[src/rtl/nn_stream_classifier.sv]
// Streaming linear classifier: collects N_IN samples, scores N_CLASS classes with one signed MAC
// per cycle, reports the arg-max class. Define NN_BIAS_EN to add per-class bias registers.
module nn_stream_classifier #(
  parameter  int DATA_W  = 16,
  parameter  int N_IN    = 4,
  parameter  int N_CLASS = 4,
  parameter  int W_W     = 8,
  localparam int ADDR_W  = $clog2(N_CLASS*N_IN + N_CLASS),
  localparam int CAT_W   = (N_CLASS > 1) ? $clog2(N_CLASS) : 1
) (
  input  logic              clock,
  input  logic              reset,
  input  logic              input_signal,
  input  logic [DATA_W-1:0] in,
  input  logic              w_we,
  input  logic [ADDR_W-1:0] w_addr,
  input  logic [W_W-1:0]    w_data,
  output logic [CAT_W-1:0]  category,
  output logic              category_valid,
  output logic              busy,
  output logic              overrun
);

  localparam int N_W = N_CLASS * N_IN;
`ifdef NN_BIAS_EN
  localparam int N_MEM = N_W + N_CLASS;
`else
  localparam int N_MEM = N_W;
`endif
  localparam int MI_W  = (N_MEM > 1) ? $clog2(N_MEM) : 1;
  localparam int K_W   = (N_IN > 1) ? $clog2(N_IN) : 1;
  localparam int P_W   = DATA_W + W_W;
  localparam int ACC_W = DATA_W + W_W + $clog2(N_IN) + 1;

  typedef enum logic [1:0] {S_IDLE, S_MAC, S_DONE} state_e;
  state_e state_q, state_d;

  logic                     strobe_prev_q, busy_q, pend_q, valid_q, overrun_q;
  logic [K_W-1:0]           cnt_q, k_q;
  logic [CAT_W-1:0]         cls_q, score_cls_q, best_cls_q, cat_q;
  logic                     score_vld_q;
  logic signed [DATA_W-1:0] samp_q [N_IN];
  logic signed [W_W-1:0]    wmem_q [N_MEM];
  logic signed [ACC_W-1:0]  acc_q, acc_d, score_q, best_q, init_acc;

  logic                     rise, accept, frame_end, class_end, last_mac;
  logic [MI_W-1:0]          w_idx;
  logic signed [P_W-1:0]    a_ext, b_ext, prod;
  logic signed [ACC_W-1:0]  prod_ext;
`ifdef NN_BIAS_EN
  logic [CAT_W-1:0]         bias_sel;
  logic [MI_W-1:0]          b_idx;
`endif

  // NOTE: every always_comb output gets a default first, so no path can leave it unassigned
  // and infer a latch.
  always_comb begin
    rise      = input_signal & ~strobe_prev_q;
    accept    = rise & ~busy_q;
    frame_end = accept && (cnt_q == K_W'(N_IN-1)) && (state_q == S_IDLE);
    class_end = (k_q == K_W'(N_IN-1));
    last_mac  = class_end && (cls_q == CAT_W'(N_CLASS-1));
    w_idx     = MI_W'(int'(cls_q) * N_IN + int'(k_q));
    a_ext     = {{W_W{samp_q[k_q][DATA_W-1]}}, samp_q[k_q]};
    b_ext     = {{DATA_W{wmem_q[w_idx][W_W-1]}}, wmem_q[w_idx]};
    prod      = a_ext * b_ext;
    prod_ext  = {{(ACC_W-P_W){prod[P_W-1]}}, prod};
    acc_d     = acc_q + prod_ext;
    init_acc  = '0;
`ifdef NN_BIAS_EN
    // Bias of the class about to start: class 0 on frame start, else the next class.
    bias_sel  = (frame_end || last_mac) ? '0 : cls_q + 1'b1;
    b_idx     = MI_W'(N_W + int'(bias_sel));
    init_acc  = {{(ACC_W-W_W){wmem_q[b_idx][W_W-1]}}, wmem_q[b_idx]};
`endif
  end

  always_comb begin
    state_d = state_q;
    unique case (state_q)
      S_IDLE:  if (frame_end) state_d = S_MAC;
      S_MAC:   if (last_mac) state_d = S_DONE;
      S_DONE:  state_d = S_IDLE;
      default: state_d = S_IDLE;
    endcase
  end

  // NOTE: sequential state uses non-blocking assignments so every register samples the
  // pre-edge values regardless of statement order.
  always_ff @(posedge clock or negedge reset) begin
    if (!reset) state_q <= S_IDLE;
    else        state_q <= state_d;
  end

  // NOTE: weights and the sample buffer are cleared by reset, so they are built from resettable
  // flops rather than a RAM macro.
  always_ff @(posedge clock or negedge reset) begin
    if (!reset) begin
      strobe_prev_q <= 1'b0;
      busy_q        <= 1'b0;
      pend_q        <= 1'b0;
      valid_q       <= 1'b0;
      overrun_q     <= 1'b0;
      cnt_q         <= '0;
      k_q           <= '0;
      cls_q         <= '0;
      score_cls_q   <= '0;
      best_cls_q    <= '0;
      cat_q         <= '0;
      score_vld_q   <= 1'b0;
      acc_q         <= '0;
      score_q       <= '0;
      best_q        <= '0;
      for (int i = 0; i < N_IN; i++)  samp_q[i] <= '0;
      for (int i = 0; i < N_MEM; i++) wmem_q[i] <= '0;
    end else begin
      strobe_prev_q <= input_signal;
      if (rise && busy_q) overrun_q <= 1'b1;

      if (accept) begin
        samp_q[cnt_q] <= in;
        cnt_q         <= (cnt_q == K_W'(N_IN-1)) ? '0 : cnt_q + 1'b1;
      end

      if (w_we && !busy_q && (int'(w_addr) < N_MEM))
        wmem_q[MI_W'(w_addr)] <= w_data;

      if (state_q == S_MAC) begin
        acc_q       <= class_end ? init_acc : acc_d;
        k_q         <= class_end ? '0 : k_q + 1'b1;
        if (class_end) cls_q <= last_mac ? '0 : cls_q + 1'b1;
        score_vld_q <= class_end;
        score_q     <= acc_d;
        score_cls_q <= cls_q;
      end else begin
        score_vld_q <= 1'b0;
        if (frame_end) begin
          acc_q <= init_acc;
          k_q   <= '0;
          cls_q <= '0;
        end
      end

      // Strict greater-than keeps the lower index on ties.
      if (score_vld_q && ((score_cls_q == '0) || (score_q > best_q))) begin
        best_q     <= score_q;
        best_cls_q <= score_cls_q;
      end

      pend_q  <= (state_q == S_DONE);
      valid_q <= pend_q;
      if (pend_q) cat_q <= best_cls_q;
      busy_q  <= (state_q != S_IDLE) || pend_q;
    end
  end

  assign category       = cat_q;
  assign category_valid = valid_q;
  assign busy           = busy_q;
  assign overrun        = overrun_q;

endmodule
[config.mk]
export PLATFORM = sky130hd
export DESIGN_NAME = nn_stream_classifier
export DESIGN_NICKNAME = d
export VERILOG_FILES = /design/src/rtl/nn_stream_classifier.sv
export SDC_FILE = /design/constraint.sdc
export NUM_CORES = 1
export LEC_CHECK = 0
export CORE_UTILIZATION = 32
export DETAILED_ROUTE_END_ITERATION = 8
export DONT_BUFFER_PORTS = 1
export GPL_TIMING_DRIVEN = 0
export PLACE_DENSITY = 0.44
export SETUP_SLACK_MARGIN = 0.3
export SYNTH_ARGS = -nofsm -noshare
export SYNTH_HDL_FRONTEND = slang
export SYNTH_SLANG_ARGS = --single-unit
[constraint.sdc]
create_clock -name clock -period 9.4 [get_ports clock]
set_clock_uncertainty 0.2 [all_clocks]
set_input_delay 2.35 -clock clock [delete_from_list [all_inputs] [get_ports clock]]
set_output_delay 2.35 -clock clock [all_outputs]
set_load 0.005 [all_outputs]
# ---- Yosys cells after proc, flatten, opt, wreduce, memory -nomap -nowiden
# Cells that the tools add are included.
dict set report op_classes {
  add_sub_neg 5
  multipliers 1
  order_cmp 8
  n_eq_ne 8
  n_mux 26
  bitwise 8
  n_reduce_logical 18
}
# cell n
set ops {}
lappend ops {{128-bit bitwise mux} 1}
lappend ops {{27-bit two-way mux} 3}
lappend ops {{64-bit bitwise mux} 1}
lappend ops {{16-bit two-way mux} 3}
lappend ops {{16-bit binary-select mux with 2-bit select} 1}
lappend ops {{8-bit binary-select mux with 4-bit select} 1}
lappend ops {{16-bit demux with 2-bit select} 1}
lappend ops {{8-bit demux with 4-bit select} 1}
lappend ops {{27-bit by 24-bit adder with 27-bit output} 1}
lappend ops {{27-bit > comparator} 1}
lappend ops {{16-bit by 8-bit multiplier with 24-bit output} 1}
lappend ops {{8-bit two-way mux} 3}
lappend ops {{2-bit two-way mux} 9}
lappend ops {{5-bit greater-or-equal comparator (second input constant)} 2}
lappend ops {{4-bit inverter with 5-bit output} 2}
lappend ops {{1-bit logical AND} 9}
lappend ops {{2-bit == test (second input constant)} 4}
lappend ops {{2-bit by 1-bit adder with 2-bit output (second input constant)} 3}
lappend ops {{3-bit greater-or-equal comparator (second input constant)} 2}
lappend ops {{2-bit inequality test (second input constant)} 3}
lappend ops {{2-bit inverter with 3-bit output} 2}
lappend ops {{5-bit by 1-bit < comparator with 1-bit output (second input constant)} 1}
lappend ops {{5-bit < comparator (second input constant)} 1}
lappend ops {{4-bit by 2-bit adder with 4-bit output} 1}
lappend ops {{other kinds (11)} 17}
dict set report totals {
  reg_bits 293
  inputBits 33
}

# ---- Logic depth before layout (Yosys ltp)
# Gate-level depths: netlist (run 1).
dict set report logic_depth {
  word_depth 9
  depth_mapped 25
  depth_no_buf 20
}

# ---- Worst setup path before layout (run 1)
# Ideal clock, no wire load.
dict set report synth_timing {
  kind {reg2reg}
  from {register k_q[0]}
  to {register score_q[26]}
  setup_ns 0.095
  arrival_time_ns 6.448
  setup_slack_ns 2.657
  stages_incl_launch_ff 21
  synth_period_minus_slack_ns 6.743
  cell_sequence {dfrtp_1 buf_2 buf_2 mux4_2 mux4_2 and2_1 fa_1 inv_1 fa_1 inv_1 fa_1 fa_1 ha_1 ha_1 clkbuf_1 nand3_1 or4_1 o21a_1 a311o_1 and3_1 o31ai_1}
}
dict set report synth_between {
  elab_chain_len 7
  elab_cells_between_ends 11
}
# item line_no
set synth_rtl {}
lappend synth_rtl {{from (decl)} 39} ;# logic [K_W-1:0] cnt_q, k_q;
lappend synth_rtl {{from (signal assigned)} 130} ;# k_q <= class_end ? '0 : k_q + 1'b1;
lappend synth_rtl {{4-bit by 2-bit adder with 4-bit output} 63} ;# w_idx = MI_W'(int'(cls_q) * N_IN + int'(k_q));
lappend synth_rtl {{4-bit inverter with 5-bit output (implied by the code)} 65} ;# b_ext = {{DATA_W{wmem_q[w_idx][W_W-1]}}, wmem_q[w_idx]};
lappend synth_rtl {{8-bit binary-select mux with 4-bit select} 65}
lappend synth_rtl {{8-bit two-way mux (implied by the code) (2 in a row)} 65}
lappend synth_rtl {{16-bit by 8-bit multiplier with 24-bit output *} 66} ;# prod = a_ext * b_ext;
lappend synth_rtl {{27-bit by 24-bit adder with 27-bit output *} 68} ;# acc_d = acc_q + prod_ext;
lappend synth_rtl {{to (signal assigned)} 112} ;# score_q <= '0;
lappend synth_rtl {{to (signal assigned)} 133} ;# score_q <= acc_d;
lappend synth_rtl {{to (decl)} 44} ;# logic signed [ACC_W-1:0] acc_q, acc_d, score_q, best_q, init_acc;
# Mark *: on every way between the ends. The rest lies on a longest branch, timed or not. The select of a mux whose other input is x is not followed.
# A chain may end at the register's enable or synchronous reset.

# ---- Final worst setup path (run 1)
dict set report layout_timing {
  from {register k_q[1]}
  to {register score_q[16]}
}
# The elaborated chain is that of the path after synthesis.

==> impl_metrics.env, run 1 <==
export IMPL_cts_root_buf="clkbuf_16"
export IMPL_reg2reg_slack_ns=1.17
export IMPL_relSlewSlack_pct=12.5
export IMPL_ys_ff_latch=293
export IMPL_routed_wl_um=46100
export IMPL_antenna_found_initial=0
export IMPL_ant_nets=0
export IMPL_synth_edf_count=0
export IMPL_min_period_ns=8.23
export IMPL_drc_errors=0
export IMPL_overflow=0
export IMPL_insertedDiodeCount=0
export IMPL_syn_area_per_cell_um2=12.6
export IMPL_layout_commonest_cell="dfrtp_1"
export IMPL_maxSlewViolCount=0
export IMPL_rows=88
export IMPL_synthTopCellsByArea="dfrtp_1 39%, fa_1 15%, mux2_2 13%"
export IMPL_rsz0062_at_grt="no"
export IMPL_fin_cells=2317
export IMPL_core_area_um2=57700
export IMPL_layout_drive_gt1_share_pct=24.2
export IMPL_post_cts_resized=0
export IMPL_nets=1792
export IMPL_cts_buffer_depth=3
export IMPL_crit_type="reg2reg"
export IMPL_clock_sinks=293
export IMPL_cp_end_kind="flop"
export IMPL_port_buffers=0
export IMPL_start_util_pct=32.4
export IMPL_post_route_period_util_pct=87.5
export IMPL_dp_cells=2251
export IMPL_yosysSeqAreaShare_pct=39.3
export IMPL_final_cell_mix="293 x dfrtp_1, 219 x mux2_2, 140 x fa_1"
export IMPL_wl_per_cell_um=19.9
export IMPL_grt_pass1_vias=12400
export IMPL_die_x_um=244
export IMPL_crit_required_ns=9.60
export IMPL_synth_top_area_cell="dfrtp_1"
export IMPL_drt_initial_drc_count=534
export IMPL_grt_pass1_wl_um=74900
export IMPL_synth_nets=1752
export IMPL_min_path_type="reg2reg"
export IMPL_first_pass_iters=5
export IMPL_startpoint_type="flop"
export IMPL_path_clk_slew_ns=0.06
export IMPL_post_cts_buffers=0
export IMPL_cp_endpoint="score_q[16]"
export IMPL_ys_flop_type="dfrtp_1"
export IMPL_vias=11300
export IMPL_io_pin_count=38
export IMPL_worst_slew_pin_slew_ns=1.30
export IMPL_yosysUniqueCellTypes=65
export IMPL_clock_latency_ns=0.59
export IMPL_r2r_start="k_q[1]"
export IMPL_fp_dieArea_um2=59300
export IMPL_ys_warn_count=0
export IMPL_final_hold_viol_count=0
export IMPL_synth_top_area_share_pct=39.3
export IMPL_htreeDepth=2
export IMPL_syn_area_um2=18700
export IMPL_grt_max_degree=294
export IMPL_reg2reg_depth=18
export IMPL_area_growth_pct=12.1
export IMPL_via_per_inst=4.87
export IMPL_worstPathArrival_ns=8.43
export IMPL_async_flop_share_pct=100
export IMPL_crit_path_max_fanout=10
export IMPL_hpwlAfterDp_um=33900
export IMPL_gp_congestion=0.783
export IMPL_grtUsageTotal_pct=16.4
export IMPL_fmax_mhz=122
export IMPL_max_cap_violations=0
export IMPL_die_y_um=244
export IMPL_cts_buffers=38
export IMPL_critPathLaunch="k_q[1]"
export IMPL_syn_inst=1486
export IMPL_r2r_end="score_q[16]"
export IMPL_setup_viol=0
export IMPL_cts_tree="done"
export IMPL_outcome="complete, no violations"
export IMPL_tns_ns=0
export IMPL_postCtsHoldBufs=0
[sequential cells by signal, summed over array words and instances (netlist names), 2 cells and up]
signal	cells
wmem_q	128
cls_q	2
score_cls_q	2
best_cls_q	2
acc_q	27
samp_q	64
category	2
score_q	27
best_q	27
cnt_q	2
k_q	2
state_q	2
[cells in the mapped netlist (9+ instances only)]
master	instances
dfrtp_1	293
mux2_2	219
fa_1	140
inv_1	139
nand2_1	124
ha_1	93
and2_1	82
mux4_2	55
nor2_1	43
clkbuf_1	39
a21oi_1	25
o21ai_0	22
a22o_1	20
nand3_1	16
xnor2_1	14
buf_2	10
nand4_1	10
o21a_1	9
o31ai_1	9
[metrics by stage]
stage	area (um2)	utilization, %	setup slack (ns)	hold slack [ns]
2_1_floorplan	18700	-	2.66	0.202
3_3_place_gp	19600	34.0	1.07	0.282
3_5_place_dp	19600	34.0	1.13	0.288
4_1_cts	20900	36.3	1.12	0.302
5_1_grt	20900	36.3	0.747	0.309
6_report	20900	36.3	1.17	0.299
[worst min path at each step]
| stage | to | startpoint | cells after the start | slack [ns] |
|---|---|---|---|---|
| 3_3_place_gp | wmem_q[33] | wmem_q[33] | 1 | 0.28 |
| 5_1_grt | wmem_q[18] | wmem_q[18] | 1 | 0.31 |
| 3_5_place_dp | wmem_q[12] | wmem_q[12] | 1 | 0.29 |
| 4_1_cts | wmem_q[12] | wmem_q[12] | 1 | 0.30 |
| 2_1_floorplan | category_valid | pend_q | 0 | 0.20 |
| 6_report | samp_q[26] | samp_q[26] | 1 | 0.30 |
[kinds of logic after synthesis]
kind of cell | after synthesis | synth area share (%)
AND/OR/NAND/NOR | 320 | 8.47
flip-flops | 293 | 39.3
multiplexers | 284 | 20.6
adder cells (fa/ha/maj) | 233 | 21.2
buffers and inverters | 198 | 4.21
AO/OA/AOI/OAI | 139 | 5.35
XOR/XNOR | 19 | 0.891
[critical path, stage by stage (launching register included)]
cell,delay (ns)
dfrtp_1,0.52
buf_2,0.35
buf_1,0.68
buf_1,0.80
mux4_2,0.51
nand2_1,0.10
fa_1,0.53
inv_1,0.05
fa_1,0.51
fa_1,0.44
fa_1,0.52
fa_1,0.49
ha_1,0.37
o21ai_0,0.19
o21bai_1,0.10
a21oi_2,0.41
o21bai_1,0.16
a2111oi_0,0.98
o31ai_1,0.12
[per-layer routing]
layer	routed length (um)	GRT usage [%]	share of wire [%]
met3	1420	2.38	3.1
met2	20900	25.7	45
met5	0	0	0
met4	1230	5.20	2.7
met1	22500	23.3	49
[area by class of cell]
cell class	instances	area (um2)
Multi-Input combinational cell	995	10600
Buffer	58	262
Fill cell	5737	36800
Inverter	140	526
Tap cell	765	957
Sequential cell	293	7330
Clock inverter	18	241
Clock buffer	48	1060
Power of run 1 is not shown: default switching activity piles up to over one toggle a cycle in this logic, so the estimate is an artifact.
==> run 2: changes to the inputs <==
CORE_UTILIZATION = 65   (was 32)
PLACE_DENSITY = 0.79   (was 0.44)
==> impl_metrics.env, run 2 (same netlist as run 1, synthesis figures left out) <==
export IMPL_ant_nets=0
export IMPL_cts_root_buf="clkbuf_16"
export IMPL_whs_ns=0.249
export IMPL_core_area_um2=28000
export IMPL_clock_sinks=293
export IMPL_top_regs="wmem_q x128, samp_q x64"
export IMPL_port_buffers=0
export IMPL_io_pin_count=38
export IMPL_area_growth_pct=8.05
export IMPL_startpoint_type="flop"
export IMPL_rsz0062_at_grt="no"
export IMPL_start_util_pct=66.7
export IMPL_min_path_type="reg2reg"
export IMPL_crit_required_ns=9.65
export IMPL_post_cts_buffers=0
export IMPL_relSlewSlack_pct=17.8
export IMPL_max_cap_violations=0
export IMPL_clock_latency_ns=0.57
export IMPL_rows=61
export IMPL_use_met3_pct=3.22
export IMPL_largest_register_ff_count=128
export IMPL_insertedDiodeCount=0
export IMPL_cts_tree="done"
export IMPL_wl_per_cell_um=21.1
export IMPL_dp_cells=1864
export IMPL_routed_wl_um=40500
export IMPL_grt_pass1_vias=12400
export IMPL_overflow=0
export IMPL_cts_buffers=31
export IMPL_grtUsageTotal_pct=29.1
export IMPL_outcome="complete, no violations"
export IMPL_post_cts_resized=0
export IMPL_fin_cells=1922
export IMPL_final_hold_viol_count=0
export IMPL_via_per_inst=6.14
export IMPL_grt_pass1_wl_um=65400
export IMPL_tns_ns=0
export IMPL_first_pass_iters=5
export IMPL_top_register="wmem_q"
export IMPL_fmax_mhz=129
export IMPL_hpwlAfterDp_um=29200
export IMPL_nets=1785
export IMPL_gp_congestion=0.892
export IMPL_vias=11800
export IMPL_grt_max_degree=294
export IMPL_final_cell_mix="293 x dfrtp_1, 219 x mux2_2, 140 x fa_1"
export IMPL_post_route_period_util_pct=82.3
export IMPL_cts_buffer_depth=3
export IMPL_htreeDepth=1
export IMPL_layout_commonest_cell="dfrtp_1"
export IMPL_worstPathArrival_ns=7.99
export IMPL_antenna_found_initial=0
export IMPL_top_usage_layer="met2"
export IMPL_drt_initial_drc_count=826
export IMPL_met1_usage_pct=40.0
export IMPL_die_x_um=172
export IMPL_drc_errors=0
export IMPL_layout_drive_gt1_share_pct=23.3
export IMPL_worst_slew_pin_slew_ns=1.22
export IMPL_setup_viol=0
export IMPL_use_met2_pct=48.3
export IMPL_path_clk_slew_ns=0.06
export IMPL_min_period_ns=7.74
export IMPL_maxSlewViolCount=0
export IMPL_crit_type="reg2reg"
export IMPL_cp_end_kind="flop"
export IMPL_fp_dieArea_um2=29400
export IMPL_die_y_um=172
export IMPL_postCtsHoldBufs=0
export IMPL_crit_path_max_fanout=10
-- run 2: final timing paths --
path	start	endpoint	slack (ns)	cells past startpoint
setup / recovery	k_q[0]	score_q[20]	1.66	22
hold / removal	pend_q	category_valid	0.25	0
setup reg to reg	k_q[0]	score_q[20]	1.66	22
hold reg to reg	pend_q	category_valid	0.25	0
max in group asynchronous	reset	wmem_q[77]	7.10	0
min in group asynchronous	reset	best_q[5]	1.29	0
-- run 2: worst max-delay path, cell delays in order, from the launching register on --
cell and delay [ns]:
dfrtp_1 0.38, buf_2 0.19, buf_4 0.26, buf_2 0.38
mux4_2 0.55, mux2i_1 0.14, nand2_1 0.07, o21ai_1 0.51
or2_2 0.25, fa_1 0.43, fa_1 0.54, inv_1 0.05
fa_1 0.50, fa_1 0.52, fa_1 0.52, ha_1 0.38
o21ai_0 0.19, o21bai_1 0.10, a21oi_2 0.34, o31ai_1 0.22
a211oi_2 0.46, xnor2_1 0.16, mux2_2 0.28
-- run 2: layout make-up --
class,instances,area [um2]
Clock buffer,49,923
Multi-Input combinational cell,995,10600
Clock inverter,9,106
Tap cell,378,473
Inverter,140,526
Sequential cell,293,7330
Fill cell,1894,7830
Buffer,58,262
-- run 2: metrics by stage --
| stage | instance area, um2 | utilization (%) | setup WS (ns) |
|---|---|---|---|
| 6_report | 20200 | 72.0 | 1.66 |
| 4_1_cts | 20200 | 72.0 | 1.72 |
| 3_5_place_dp | 19100 | 68.4 | 1.77 |
| 5_1_grt | 20200 | 72.0 | 1.30 |
| 3_3_place_gp | 19100 | 68.4 | 1.82 |
| 2_1_floorplan | 18700 | - | 2.66 |
-- run 2: layer usage --
layer  wire length, um  up-vias
met4              1440        0
met5                 0        -
met1             17000     6199
met3              1830       94
met2             20200      331
li1                  -     5176
Power of run 2 is left out for the same reason.
